**src/rtl/pl_pkg.sv**
```systemverilog
// Shared definitions for the pipeline instruction-fetch stage.
//   PCSRC_*        : pcsource encodings driven by the decode stage
//   NOP            : instruction word placed in the IF/ID register on a bubble
//   *_DEF          : default values for the fetch-stage parameters
//   fetch_ent_t    : one prefetch-queue entry {PC+4, instruction}
//   word_align()   : clears the byte-offset bits of an address
package pl_pkg;

  localparam logic [1:0] PCSRC_SEQ = 2'b00;
  localparam logic [1:0] PCSRC_BR  = 2'b01;
  localparam logic [1:0] PCSRC_JR  = 2'b10;
  localparam logic [1:0] PCSRC_J   = 2'b11;

  localparam logic [31:0] NOP          = 32'h0000_0000;
  localparam logic [31:0] RESET_PC_DEF = 32'h0000_0000;
  localparam int          QDEPTH_DEF    = 4;
  localparam int          MAX_OUTST_DEF = 2;

  typedef struct packed {
    logic [31:0] pc4;
    logic [31:0] inst;
  } fetch_ent_t;

  function automatic logic [31:0] word_align(input logic [31:0] a);
    return a & 32'hFFFF_FFFC;
  endfunction

endpackage

```
**src/rtl/pl_fifo.sv**
```systemverilog
// Prefetch queue: DEPTH x W synchronous FIFO with flush.
//   clk_i    : clock
//   rst_ni   : synchronous active-low reset (empties the queue)
//   flush_i  : discard all entries (same effect as reset on pointers)
//   push_i   : write data_i at the tail
//   pop_i    : drop the head entry
//   data_i   : write data
//   data_o   : head entry (valid when !empty_o)
//   full_o   : DEPTH entries held
//   empty_o  : no entries held
//   count_o  : current occupancy
// DEPTH must be a power of two so the pointers wrap naturally.
module pl_fifo #(
  parameter  int DEPTH = 4,
  parameter  int W     = 64,
  localparam int AW    = $clog2(DEPTH),
  localparam int CW    = AW + 1
) (
  input  logic          clk_i,
  input  logic          rst_ni,
  input  logic          flush_i,
  input  logic          push_i,
  input  logic          pop_i,
  input  logic [W-1:0]  data_i,
  output logic [W-1:0]  data_o,
  output logic          full_o,
  output logic          empty_o,
  output logic [CW-1:0] count_o
);

  logic [W-1:0]  mem_q [DEPTH];
  logic [AW-1:0] wptr_q, wptr_d;
  logic [AW-1:0] rptr_q, rptr_d;
  logic [CW-1:0] cnt_q, cnt_d;
  logic          do_push, do_pop;

  // A push into a full queue is only accepted when the head leaves in the
  // same cycle, so simultaneous push/pop works at every occupancy.
  assign do_pop  = pop_i && (cnt_q != '0);
  assign do_push = push_i && ((cnt_q != CW'(DEPTH)) || do_pop);

  always_comb begin
    wptr_d = wptr_q;
    rptr_d = rptr_q;
    cnt_d  = cnt_q;
    if (do_push) wptr_d = wptr_q + AW'(1);
    if (do_pop)  rptr_d = rptr_q + AW'(1);
    cnt_d = cnt_q + CW'(do_push) - CW'(do_pop);
  end

  always_ff @(posedge clk_i) begin
    if (!rst_ni || flush_i) begin
      wptr_q <= '0;
      rptr_q <= '0;
      cnt_q  <= '0;
    end else begin
      wptr_q <= wptr_d;
      rptr_q <= rptr_d;
      cnt_q  <= cnt_d;
    end
  end

  always_ff @(posedge clk_i) begin
    if (do_push) mem_q[wptr_q] <= data_i;
  end

  assign data_o  = mem_q[rptr_q];
  assign full_o  = (cnt_q == CW'(DEPTH));
  assign empty_o = (cnt_q == '0);
  assign count_o = cnt_q;

endmodule

```
**src/rtl/pl_if_fetch.sv**
```systemverilog
// Instruction-fetch stage with prefetch queue and IF/ID register.
//   clk                 : clock, all state on the rising edge
//   clrn                : synchronous active-low reset
//   pcsource            : next-PC select from ID (seq / branch / reg jump / jump)
//   bpc, rpc, jpc       : redirect targets from ID
//   nostall             : ID advances this cycle
//   imem_req/imem_addr  : fetch request and word-aligned address
//   imem_gnt            : request accepted this cycle
//   imem_rvalid/rdata   : in-order instruction response
//   inst, dpc4, dvalid  : IF/ID register (instruction, its PC+4, real-instruction flag)
// Fetch runs ahead of ID into a small queue; a taken redirect flushes the
// queue, retargets the fetch PC and drops responses still in flight.
module pl_if_fetch
  import pl_pkg::*;
#(
  parameter logic [31:0] RESET_PC  = RESET_PC_DEF,
  parameter int          QDEPTH    = QDEPTH_DEF,
  parameter int          MAX_OUTST = MAX_OUTST_DEF
) (
  input  logic        clk,
  input  logic        clrn,
  input  logic [1:0]  pcsource,
  input  logic [31:0] bpc,
  input  logic [31:0] jpc,
  input  logic [31:0] rpc,
  input  logic        nostall,
  output logic        imem_req,
  output logic [31:0] imem_addr,
  input  logic        imem_gnt,
  input  logic        imem_rvalid,
  input  logic [31:0] imem_rdata,
  output logic [31:0] inst,
  output logic [31:0] dpc4,
  output logic        dvalid
);

  localparam int OW = $clog2(MAX_OUTST + 1);
  localparam int CW = $clog2(QDEPTH) + 1;

  logic [31:0]   fpc_q, fpc_d;
  logic [31:0]   rsp_pc_q, rsp_pc_d;   // PC of the next response that will be kept
  logic [OW-1:0] outst_q, outst_d;     // granted, not yet answered (kept or dropped)
  logic [OW-1:0] disc_q, disc_d;       // in-flight responses still to be dropped
  logic [31:0]   inst_q, inst_d;
  logic [31:0]   dpc4_q, dpc4_d;
  logic          dvalid_q, dvalid_d;

  logic          redir, grant, rsp, push, pop;
  logic          room, outst_ok;
  logic [31:0]   target, occ_sum;
  fetch_ent_t    head, wr_ent;
  logic          q_empty, q_full;
  logic [CW-1:0] q_cnt;

  always_comb begin
    target = bpc;
    case (pcsource)
      PCSRC_JR: target = rpc;
      PCSRC_J:  target = jpc;
      default:  target = bpc;
    endcase
  end

  // pcsource only matters for a real instruction that ID is consuming.
  assign redir = dvalid_q && nostall && (pcsource != PCSRC_SEQ);

  // Every outstanding request reserves a queue slot, so pushes never
  // find the queue full. Dropped responses still hold their reservation
  // until they arrive, which keeps the accounting in one counter.
  assign occ_sum  = 32'(q_cnt) + 32'(outst_q);
  assign room     = occ_sum < 32'(QDEPTH);
  assign outst_ok = 32'(outst_q) < 32'(MAX_OUTST);

  assign imem_req  = clrn && room && outst_ok && !q_full && !redir;
  assign imem_addr = fpc_q;
  assign grant     = imem_req && imem_gnt;

  // A response with nothing outstanding cannot belong to us (e.g. a
  // request from before reset); ignoring it keeps the counter sane.
  assign rsp  = imem_rvalid && (outst_q != '0);
  assign push = rsp && !redir && (disc_q == '0);
  assign pop  = nostall && !q_empty && !redir;

  assign wr_ent.pc4  = rsp_pc_q + 32'd4;
  assign wr_ent.inst = imem_rdata;

  pl_fifo #(
    .DEPTH (QDEPTH),
    .W     (64)
  ) u_queue (
    .clk_i   (clk),
    .rst_ni  (clrn),
    .flush_i (redir),
    .push_i  (push),
    .pop_i   (pop),
    .data_i  (wr_ent),
    .data_o  (head),
    .full_o  (q_full),
    .empty_o (q_empty),
    .count_o (q_cnt)
  );

  always_comb begin
    fpc_d    = fpc_q;
    rsp_pc_d = rsp_pc_q;
    outst_d  = outst_q + OW'(grant) - OW'(rsp);
    disc_d   = disc_q;
    inst_d   = inst_q;
    dpc4_d   = dpc4_q;
    dvalid_d = dvalid_q;
    if (redir) begin
      // Everything still in flight after this cycle is stale; a response
      // arriving right now is dropped as well and so not counted.
      fpc_d    = word_align(target);
      rsp_pc_d = word_align(target);
      disc_d   = outst_q - OW'(rsp);
      inst_d   = NOP;
      dvalid_d = 1'b0;
    end else begin
      if (grant) fpc_d = fpc_q + 32'd4;
      if (push)  rsp_pc_d = rsp_pc_q + 32'd4;
      if (rsp && (disc_q != '0)) disc_d = disc_q - OW'(1);
      if (nostall) begin
        if (!q_empty) begin
          inst_d   = head.inst;
          dpc4_d   = head.pc4;
          dvalid_d = 1'b1;
        end else begin
          inst_d   = NOP;
          dvalid_d = 1'b0;
        end
      end
    end
  end

  always_ff @(posedge clk) begin
    if (!clrn) begin
      fpc_q    <= RESET_PC;
      rsp_pc_q <= RESET_PC;
      outst_q  <= '0;
      disc_q   <= '0;
      inst_q   <= NOP;
      dpc4_q   <= '0;
      dvalid_q <= 1'b0;
    end else begin
      fpc_q    <= fpc_d;
      rsp_pc_q <= rsp_pc_d;
      outst_q  <= outst_d;
      disc_q   <= disc_d;
      inst_q   <= inst_d;
      dpc4_q   <= dpc4_d;
      dvalid_q <= dvalid_d;
    end
  end

  assign inst   = inst_q;
  assign dpc4   = dpc4_q;
  assign dvalid = dvalid_q;

endmodule

```
**config.mk**
```make
export PLATFORM = sky130hd
export DESIGN_NAME = pl_if_fetch
export DESIGN_NICKNAME = d
export VERILOG_FILES = /design/src/rtl/pl_pkg.sv /design/src/rtl/pl_fifo.sv /design/src/rtl/pl_if_fetch.sv
export SDC_FILE = /design/constraint.sdc
export NUM_CORES = 1
export LEC_CHECK = 0
export CAP_MARGIN = 20
export CORE_ASPECT_RATIO = 0.6
export CORE_MARGIN = 5
export CORE_UTILIZATION = 55
export CTS_CLUSTER_DIAMETER = 200
export DETAILED_ROUTE_END_ITERATION = 7
export PLACE_DENSITY_LB_ADDON = 0.15
export SYNTH_ARGS = -nofsm -noshare
export SYNTH_HDL_FRONTEND = slang
export SYNTH_SLANG_ARGS = --single-unit
```
**constraint.sdc**
```tcl
create_clock -name clk -period 3.9 [get_ports clk]
set_input_delay 0.39 -clock clk [delete_from_list [all_inputs] [get_ports clk]]
set_output_delay 0.39 -clock clk [all_outputs]
set_load 0.01 [all_outputs]
```
==> results of run 1 <==
-- report_power, final --
group / leakage (nW) / internal, W / switching [W]
sequential: 3.33 / 0.00486 / 0.000383
clock: 0.550 / 0.00203 / 0.00142
combinational: 2.77 / 0.00129 / 0.00119
total: 6.65 / 0.00818 / 0.00299
-- worst paths after layout --
kind | slack [ns] | depth (start not counted) | endpoint
max | 1.09 | 5 | imem_req
min | 0.45 | 2 | dpc4[22]
max reg2reg | 1.20 | 5 | u_queue.mem_q[1][60]
min reg2reg | 0.45 | 2 | dpc4[22]
-- cells in the mapped netlist (5+ instances only) --
cell	count
sky130_fd_sc_hd__o31a_1	5
sky130_fd_sc_hd__nand2_1	116
sky130_fd_sc_hd__mux2i_1	33
sky130_fd_sc_hd__o31ai_1	5
sky130_fd_sc_hd__and2_1	13
sky130_fd_sc_hd__nand3_1	28
sky130_fd_sc_hd__clkbuf_1	50
sky130_fd_sc_hd__nor2_1	88
sky130_fd_sc_hd__o21ai_0	32
sky130_fd_sc_hd__and3_1	11
sky130_fd_sc_hd__and4_1	9
sky130_fd_sc_hd__a22oi_1	32
sky130_fd_sc_hd__dfxtp_1	136
sky130_fd_sc_hd__mux4_2	62
sky130_fd_sc_hd__buf_2	22
sky130_fd_sc_hd__inv_1	20
sky130_fd_sc_hd__ha_1	13
sky130_fd_sc_hd__nand4_1	19
sky130_fd_sc_hd__o21a_1	7
sky130_fd_sc_hd__buf_4	6
sky130_fd_sc_hd__a21oi_1	87
sky130_fd_sc_hd__nor3_1	21
sky130_fd_sc_hd__nor4_1	9
sky130_fd_sc_hd__a31oi_1	8
sky130_fd_sc_hd__a211oi_1	18
sky130_fd_sc_hd__edfxtp_1	248
sky130_fd_sc_hd__xor2_1	22
sky130_fd_sc_hd__o211ai_1	8
sky130_fd_sc_hd__xnor2_1	41
-- worst register-to-register path, delay by kind of cell (launching register included) --
family / cells / cell delay (ns)
simple gates: 3 / 1.36
flops: 1 / 0.45
xor+xnor: 1 / 0.42
fa+ha+maj: 1 / 0.25
-- layer usage --
| metal | vias up | track usage, % | share of wire, % |
|---|---|---|---|
| li1 | 5060 | - | - |
| met1 | 5469 | 36.0 | 45 |
| met2 | 458 | 35.4 | 45 |
| met3 | 48 | 7.19 | 9.4 |
| met4 | 0 | 4.22 | 1.3 |
| met5 | - | 0 | 0 |
-- layout by cell type (no fill, tap or decap), types with 33 or more instances in the layout --
master,instances
sky130_fd_sc_hd__mux2i_1,33
sky130_fd_sc_hd__a21oi_1,87
sky130_fd_sc_hd__xnor2_1,41
sky130_fd_sc_hd__dfxtp_1,134
sky130_fd_sc_hd__mux4_2,62
sky130_fd_sc_hd__nand2_1,115
sky130_fd_sc_hd__edfxtp_1,248
sky130_fd_sc_hd__clkdlybuf4s50_1,220
sky130_fd_sc_hd__clkbuf_16,37
sky130_fd_sc_hd__nor2_1,87
-- final cells by class --
cell class              instances  area (um2)
fillers                      2052        8830
clock buffers                  57        1040
well taps                     400         500
inverters                      22        82.6
clock inverters                 6         108
multi-input cells             745        5610
repair buffers                253        2530
flip-flops and latches        384       10200
-- state kept, by name, summed over array words and instances (netlist names), named ones only --
register         flops
rsp_pc_q            30
u_queue.mem_q      248
imem_addr           30
u_queue.rptr_q       2
inst                32
outst_q              2
dpc4                30
u_queue.wptr_q       2
dvalid               1
u_queue.count_o      3
disc_q               2
-- through the flow --
stage               cells  util [%]  area [um2]  setup slack, ns  hold WS [ns]
floorplan            1236         -       16200            0.630         0.481
detailed placement   1804      65.4       18900            0.868         0.446
global route         1867      69.4       20100            0.984         0.471
CTS                  1867      69.4       20100             1.06         0.455
finish               1867      69.4       20100             1.09         0.453
global placement     1804      65.4       18900            0.905         0.442
-- cell families after synthesis --
family | after synthesis | share of synthesized area (%)
AO/OA/AOI/OAI | 227 | 8.92
adder cells (fa/ha/maj) | 14 | 1.13
other | 1 | 0.0231
flip-flops | 384 | 62.7
AND/OR/NAND/NOR | 340 | 10.2
XOR/XNOR | 63 | 3.40
multiplexers | 97 | 10.8
buffers and inverters | 107 | 2.88
==> flow_summary.ini, run 1 <==
[power]
leakage_nw = 6.65
max-vdd-ir-drop_mv = 0.357
power_density_nw_per_um2 = 557
power.total_w = 0.0112

[sta]
min_period_ns = 2.81
final_min_period_over_clock_period_pct = 72.0
worst_clock_skew_ns = 0.0207
report.final.setup_viol = 0
worst_slew_pin_slew_ns = 1.08
hold_violations = 0
max_clock_freq_ghz = 0.356
drv_slew = 0
setup_repair_after_global_routing_missed_its_margin = no
setup_tns_ns = 0
worst_slew_margin_rel_pct = 27.6

[setup_path]
critical_path_maximum_fanout = 7
endpoint_kind = output pin
cp.arrival_ns = 2.42
r2r_start = rsp_pc_q[2]
path_buf_inv = 1
critical_path.startpoint = outst_q[1]
critPathMaxStageDelay_ns = 0.62
crit_path_top_delay_cell = sky130_fd_sc_hd__clkdlybuf4s50_1
start_to_end_type_of_the_worst_setup_path = flip-flop to output pin
critical-path-top-delay-family = buffers and inverters
critPathLaunchType = flip-flop
crit_path_cell_trace = ha_1 -> nand3_1 -> nand2_1 -> nor2_1 -> clkdlybuf4s50_1
worstPathRequired_ns = 3.51

[status]
run_status = completed

[yosys]
post_synth_instance_area_um2 = 16200
synth_top_cell_by_area = sky130_fd_sc_hd__edfxtp_1
area_share_of_the_largest_cell_type_after_synthesis_pct = 45.9
synth-warning-count = 0
netlist_top_cells_area = sky130_fd_sc_hd__edfxtp_1 (46%), sky130_fd_sc_hd__dfxtp_1 (17%), sky130_fd_sc_hd__mux4_2 (8.6%)
ys_seq_area_share_pct = 62.7
ys.flop_type = sky130_fd_sc_hd__edfxtp_1
synth_cell_types = 70
ys_seq_elements = 384
postSynth.asyncResetShare_pct = 0
synth.avg_cell_area_um2 = 13.2
netlist_instances = 1233
synth-edff-count = 248

[floorplanning]
die_area_um2 = 33200
starting_density_of_the_core_pct = 56.2
floorplan.die.height_um = 143
top_level_ports = 233
core_area_um2 = 28900
die_width_um = 232
floorplan.rows = 48

[global_routing]
grt_max_degree = 58
groute.usage.overall_pct = 23.9
first_global_vias = 10859
antenna_violations_before_repair = 0
grt.overflow.total = 0
grt_pass1_wl_mm = 61.9

[route]
drt-vias-per-instance = 5.91
drtPass1Iterations = 5
first_iter_violations = 974
drt-wirelength-per-cell_um = 21.6
wl_mm = 40.3
drc = 0
via_count_of_the_routed_design = 11035
final_antenna_net_count = 0

[clocking]
cells_resized_by_post_cts_repair = 0
cts_setup_buffers = 0
cts_sinks = 384
num_cts_buffers = 35
cts_max_level = 2
insertion_delay_of_the_later_clocked_pin_in_the_worst_skew_pair_ns = 0.52
ctsHoldBuffers = 0
clk_transition_reported_paths_ns = 0.06
clock_tree.buffer_depth = 3
cts_root_cell = sky130_fd_sc_hd__clkbuf_16
cts_tree = yes

[placement]
place_hpwl_mm = 27.9
port_buffers = 222
place_congestion = 0.995

[layout]
design.final.nets = 1590
drive_gt1_share_pct = 11.6
diodes = 0
areaGrowthSynthToFinish_pct = 23.6

[worst_hold_path]
min_from = dpc4[22]
worstHoldPathType = flip-flop to flip-flop

[run]
drv_cap = 0
Note: power is estimated with default switching activity, not from simulation.
==> run 2: changes to the inputs <==
==> constraint.sdc (replaced) <==
create_clock -name clk -period 2.8 [get_ports clk]
set_input_delay 0.28 -clock clk [delete_from_list [all_inputs] [get_ports clk]]
set_output_delay 0.28 -clock clk [all_outputs]
set_load 0.01 [all_outputs]
==> run 2 against run 1 <==
Compared with the run above:
- sequential power increased by 38%
- global-route usage increased by 0.19 points
- setup slack got worse by 0.91 ns
- via count increased by 0.54%
- register-to-register slack got worse by 0.86 ns
- count of clock-buffer cells in the layout decreased by 14
- critical path type unchanged
- combinational power increased by 44%
- critical endpoint unchanged
==> flow_summary.ini, run 2 (same netlist as run 1, synthesis figures left out) <==
[clocking]
cts_root_cell = sky130_fd_sc_hd__clkbuf_16
cts_tree = yes
insertion_delay_of_the_later_clocked_pin_in_the_worst_skew_pair_ns = 0.54
cts_sinks = 384
clock_tree.buffer_depth = 3
cts_max_level = 2
num_cts_buffers = 36
clk_transition_reported_paths_ns = 0.06

[floorplanning]
floorplan.rows = 48
die_width_um = 232
starting_density_of_the_core_pct = 56.2
die_area_um2 = 33200
top_level_ports = 233
core_area_um2 = 28900
floorplan.die.height_um = 143

[sta]
hold-worst-slack_ns = 0.391
min_period_ns = 2.62
setup_repair_after_global_routing_missed_its_margin = no
worst_slew_margin_rel_pct = 23.0
report.final.setup_viol = 0
setup_tns_ns = 0
worst_slew_pin_slew_ns = 1.15
drv_slew = 0
final_min_period_over_clock_period_pct = 93.5
worst_clock_skew_ns = 0.0254
hold_violations = 0
max_clock_freq_ghz = 0.382

[placement]
port_buffers = 222
place_hpwl_mm = 27.9
postPlaceCellArea_um2 = 19000
place_congestion = 0.957

[layout]
drive_gt1_share_pct = 13.2
areaGrowthSynthToFinish_pct = 24.9
n_fill_cell = 2034
final_area_um2 = 20300
most_frequent_standard_cell_in_the_layout_excluding_fill_and_tap_cells = sky130_fd_sc_hd__edfxtp_1
seq_area_um2 = 10200
largest_register_ff_count = 248
regMostFlops = u_queue.mem_q
design.final.nets = 1608
final_cell_mix = sky130_fd_sc_hd__edfxtp_1 (248), sky130_fd_sc_hd__clkdlybuf4s50_1 (220), sky130_fd_sc_hd__dfxtp_1 (133)
diodes = 0
multi_input_area_um2 = 5610

[setup_path]
path_buf_inv = 1
cp.arrival_ns = 2.34
critPathLaunchType = flip-flop
worstPathRequired_ns = 2.52
start_to_end_type_of_the_worst_setup_path = flip-flop to output pin
critical-path-top-delay-family = buffers and inverters
critical_path_maximum_fanout = 6
crit_path_top_delay_cell = sky130_fd_sc_hd__clkdlybuf4s50_1
crit_path_cell_trace = ha_1 -> nand3_1 -> nand2_1 -> nor2_1 -> clkdlybuf4s50_1
critPathMaxStageDelay_ns = 0.61
endpoint_kind = output pin

[route]
drt-wirelength-per-cell_um = 21.5
final_antenna_net_count = 0
via_count_of_the_routed_design = 11095
first_iter_violations = 992
drt-vias-per-instance = 5.88
drc = 0
wl_mm = 40.6
drtPass1Iterations = 5

[worst_hold_path]
worstHoldPathType = input pin to flip-flop

[global_routing]
grt_pass1_wl_mm = 62.2
groute.usage.overall_pct = 24.1
antenna_violations_before_repair = 0
first_global_vias = 10924
grt_max_degree = 59
grt.overflow.total = 0

[run]
drv_cap = 0

[power]
power_density_nw_per_um2 = 782
max-vdd-ir-drop_mv = 0.660
leakage_nw = 6.79

[status]
run_status = completed
run 2: changes by cell type in the layout (fill, tap and decap cells not counted), moves of 2 or more:
cell / previous run / this run
sky130_fd_sc_hd__buf_4: 24 / 40
sky130_fd_sc_hd__bufinv_16: 3 / 5
sky130_fd_sc_hd__clkbuf_1: 16 / 4
sky130_fd_sc_hd__clkinv_1: 2 / 8
sky130_fd_sc_hd__clkinv_2: 1 / 5
sky130_fd_sc_hd__clkinv_8: 0 / 2
run 2: timing repair:
item                                    CTS  global route
resized for setup                         0             1
setup buffers                             0             0
hold buffers                              0             0
endpoints found under the setup margin    0             1
run 2: final cells by class:
cell class	count	area share, %
tap	400	2.47
timing repair buffer	270	13.2
inverter	22	0.407
clock inverter	22	1.30
multi-input combinational	745	27.7
sequential	384	50.2
clock buffer	43	4.72
run 2: report_power, final:
| group | total [W] | switching (W) | internal, W |
|---|---|---|---|
| clock | 0.00504 | 0.00212 | 0.00293 |
| combinational | 0.00356 | 0.00170 | 0.00186 |
| sequential | 0.00724 | 0.000480 | 0.00676 |
| total | 0.0159 | 0.00430 | 0.0116 |
run 2: path summary, 6_finish.rpt:
| path | start | to | slack [ns] | cells after the start |
|---|---|---|---|---|
| setup / recovery | u_queue.count_o[1] | imem_req | 0.18 | 5 |
| hold / removal | imem_rdata[29] | u_queue.mem_q[2][29] | 0.39 | 1 |
| setup reg to reg | rsp_pc_q[19] | u_queue.mem_q[0][63] | 0.34 | 6 |
| hold reg to reg | dpc4[25] | dpc4[25] | 0.45 | 2 |
run 2: routing by layer:
metal	up-vias	GRT usage, %	part of all wire (%)
met5	-	0	0
met4	0	4.16	1.0
met3	37	7.89	9.8
met2	402	36.4	46
met1	5552	35.2	44
li1	5104	-	-
run 2: metrics by stage:
| stage | setup slack [ns] | std cells | power [W] | util [%] |
|---|---|---|---|---|
| after floorplan | 0.208 | 1236 | 0.00943 | - |
| after global placement | 0.357 | 1821 | 0.0109 | 65.9 |
| after detailed placement | 0.261 | 1821 | 0.0109 | 65.9 |
| after CTS | 0.0568 | 1886 | 0.0160 | 70.1 |
| after global routing | 0.0698 | 1886 | 0.0166 | 70.2 |
| final | 0.181 | 1886 | 0.0159 | 70.2 |
==> run 3: changes to the inputs <==
--- a/config.mk
+++ b/config.mk
@@ -8,7 +8,7 @@
 export CAP_MARGIN = 20
 export CORE_ASPECT_RATIO = 0.6
 export CORE_MARGIN = 5
-export CORE_UTILIZATION = 55
+export CORE_UTILIZATION = 30
 export CTS_CLUSTER_DIAMETER = 200
 export DETAILED_ROUTE_END_ITERATION = 7
 export PLACE_DENSITY_LB_ADDON = 0.15
==> run 3 against run 2 <==
Compared with the run above:
- final cell count grew 18%
- sequential share of layout area decreased by 1.4 points
- sequential power fell by 1%
- cell area is 2.9% higher
- combinational power up 7.3%
- first-iteration DRC count shrank 24%
- count of clock-buffer cells in the layout is 13 higher
- hold slack better by 0.00065 ns
- critical endpoint unchanged
- largest power group unchanged
==> flow_summary.ini, run 3 (same netlist as run 1, synthesis figures left out) <==
[global_routing]
antenna_violations_before_repair = 0
groute.usage.overall_pct = 14.9
first_global_vias = 10660
grt_pass1_wl_mm = 67.4
grt_max_degree = 48
grt.overflow.total = 0

[layout]
areaGrowthSynthToFinish_pct = 28.5
multi_input_area_um2 = 5610
diodes = 0
regMostFlops = u_queue.mem_q
seq_area_um2 = 10200
final_cell_mix = sky130_fd_sc_hd__edfxtp_1 (248), sky130_fd_sc_hd__clkdlybuf4s50_1 (220), sky130_fd_sc_hd__dfxtp_1 (133)
n_fill_cell = 5183
drive_gt1_share_pct = 14.2
most_frequent_standard_cell_in_the_layout_excluding_fill_and_tap_cells = sky130_fd_sc_hd__edfxtp_1
final_area_um2 = 20800
largest_register_ff_count = 248
design.final.nets = 1624

[placement]
postPlaceCellArea_um2 = 19600
place_hpwl_mm = 31.1
port_buffers = 222
place_congestion = 0.852

[setup_path]
endpoint_kind = output pin
critPathMaxStageDelay_ns = 0.63
worstPathRequired_ns = 2.52
critPathLaunchType = flip-flop
crit_path_cell_trace = ha_1 -> nand3_1 -> nand2_1 -> nor2_1 -> clkdlybuf4s50_1
crit_path_top_delay_cell = sky130_fd_sc_hd__clkdlybuf4s50_1
cp.arrival_ns = 2.33
start_to_end_type_of_the_worst_setup_path = flip-flop to output pin
critical_path_maximum_fanout = 7

[sta]
min_period_ns = 2.61
max_clock_freq_ghz = 0.384
worst_slew_pin_slew_ns = 0.869
worst_slew_margin_rel_pct = 41.6
hold_violations = 0
drv_slew = 0
worst_clock_skew_ns = 0.0129
setup_tns_ns = 0
setup_repair_after_global_routing_missed_its_margin = no
final_min_period_over_clock_period_pct = 93.1
report.final.setup_viol = 0

[run]
drv_cap = 0

[clocking]
num_cts_buffers = 38
cts_tree = yes
cts_max_level = 2
ctsHoldBuffers = 0
cts_setup_buffers = 0
clk_transition_reported_paths_ns = 0.07
insertion_delay_of_the_later_clocked_pin_in_the_worst_skew_pair_ns = 0.53
cells_resized_by_post_cts_repair = 0
cts_root_cell = sky130_fd_sc_hd__clkbuf_16
cts_sinks = 384
clock_tree.buffer_depth = 3

[power]
leakage_nw = 6.90
max-vdd-ir-drop_mv = 0.348
power_density_nw_per_um2 = 774

[route]
via_count_of_the_routed_design = 10925
wl_mm = 45.3
drt-vias-per-instance = 4.92
dr_wl_met2_mm = 20.1
routed-wl-met3_mm = 2.48
wirelength_met1_mm = 22.2
final_antenna_net_count = 0
first_iter_violations = 750
drt-wirelength-per-cell_um = 20.4
drtPass1Iterations = 4
drc = 0
route.top_layer_used = met4

[floorplanning]
starting_density_of_the_core_pct = 30.1
die_area_um2 = 59000
core_area_um2 = 53800
top_level_ports = 233
die_width_um = 310
floorplan.rows = 66
floorplan.die.height_um = 190

[status]
run_status = completed

[worst_hold_path]
worstHoldPathType = input pin to flip-flop
-- run 3: per-stage QoR --
stage	instances	worst slack, ns	util (%)	hold WS (ns)	power [W]
5_1_grt	2219	0.0789	38.7	0.371	0.0170
3_5_place_dp	2149	0.273	36.4	0.448	0.0112
6_report	2219	0.193	38.7	0.391	0.0161
4_1_cts	2219	0.00614	38.7	0.362	0.0164
3_3_place_gp	2149	0.309	36.4	0.445	0.0111
2_1_floorplan	1236	0.208	-	0.379	0.00943
-- run 3: final timing paths --
check | from | depth (start not counted) | end | slack [ns]
hold reg to reg | dpc4[16] | 2 | dpc4[16] | 0.45
hold / removal | imem_rdata[7] | 1 | u_queue.mem_q[3][7] | 0.39
setup reg to reg | rsp_pc_q[8] | 7 | u_queue.mem_q[2][53] | 0.33
setup / recovery | outst_q[1] | 5 | imem_req | 0.19
-- run 3: per-layer routing --
| metal | track usage [%] | up-vias |
|---|---|---|
| met5 | 0 | - |
| met4 | 2.19 | 0 |
| met3 | 2.78 | 39 |
| met2 | 22.2 | 227 |
| met1 | 23.1 | 5521 |
| li1 | - | 5138 |
-- run 3: where the power goes --
part | switching, W | total, W | internal [W]
Sequential | 0.000378 | 0.00714 | 0.00676
Clock | 0.00217 | 0.00517 | 0.00300
Combinational | 0.00191 | 0.00382 | 0.00191
Total | 0.00446 | 0.0161 | 0.0117
-- run 3: critical path: cells and delay by family, from the launching register on --
family / cells / cell delay (ns)
flops: 1 / 0.44
simple gates: 3 / 0.46
buf+inv: 1 / 0.63
fa+ha+maj: 1 / 0.26
-- run 3: cell type report --
cell class | count | area share [%]
clock buffers | 56 | 5.43
clock inverters | 14 | 0.588
inverters | 22 | 0.396
multi-input cells | 745 | 26.9
flip-flops and latches | 384 | 48.8
well taps | 714 | 4.28
repair buffers | 284 | 13.6
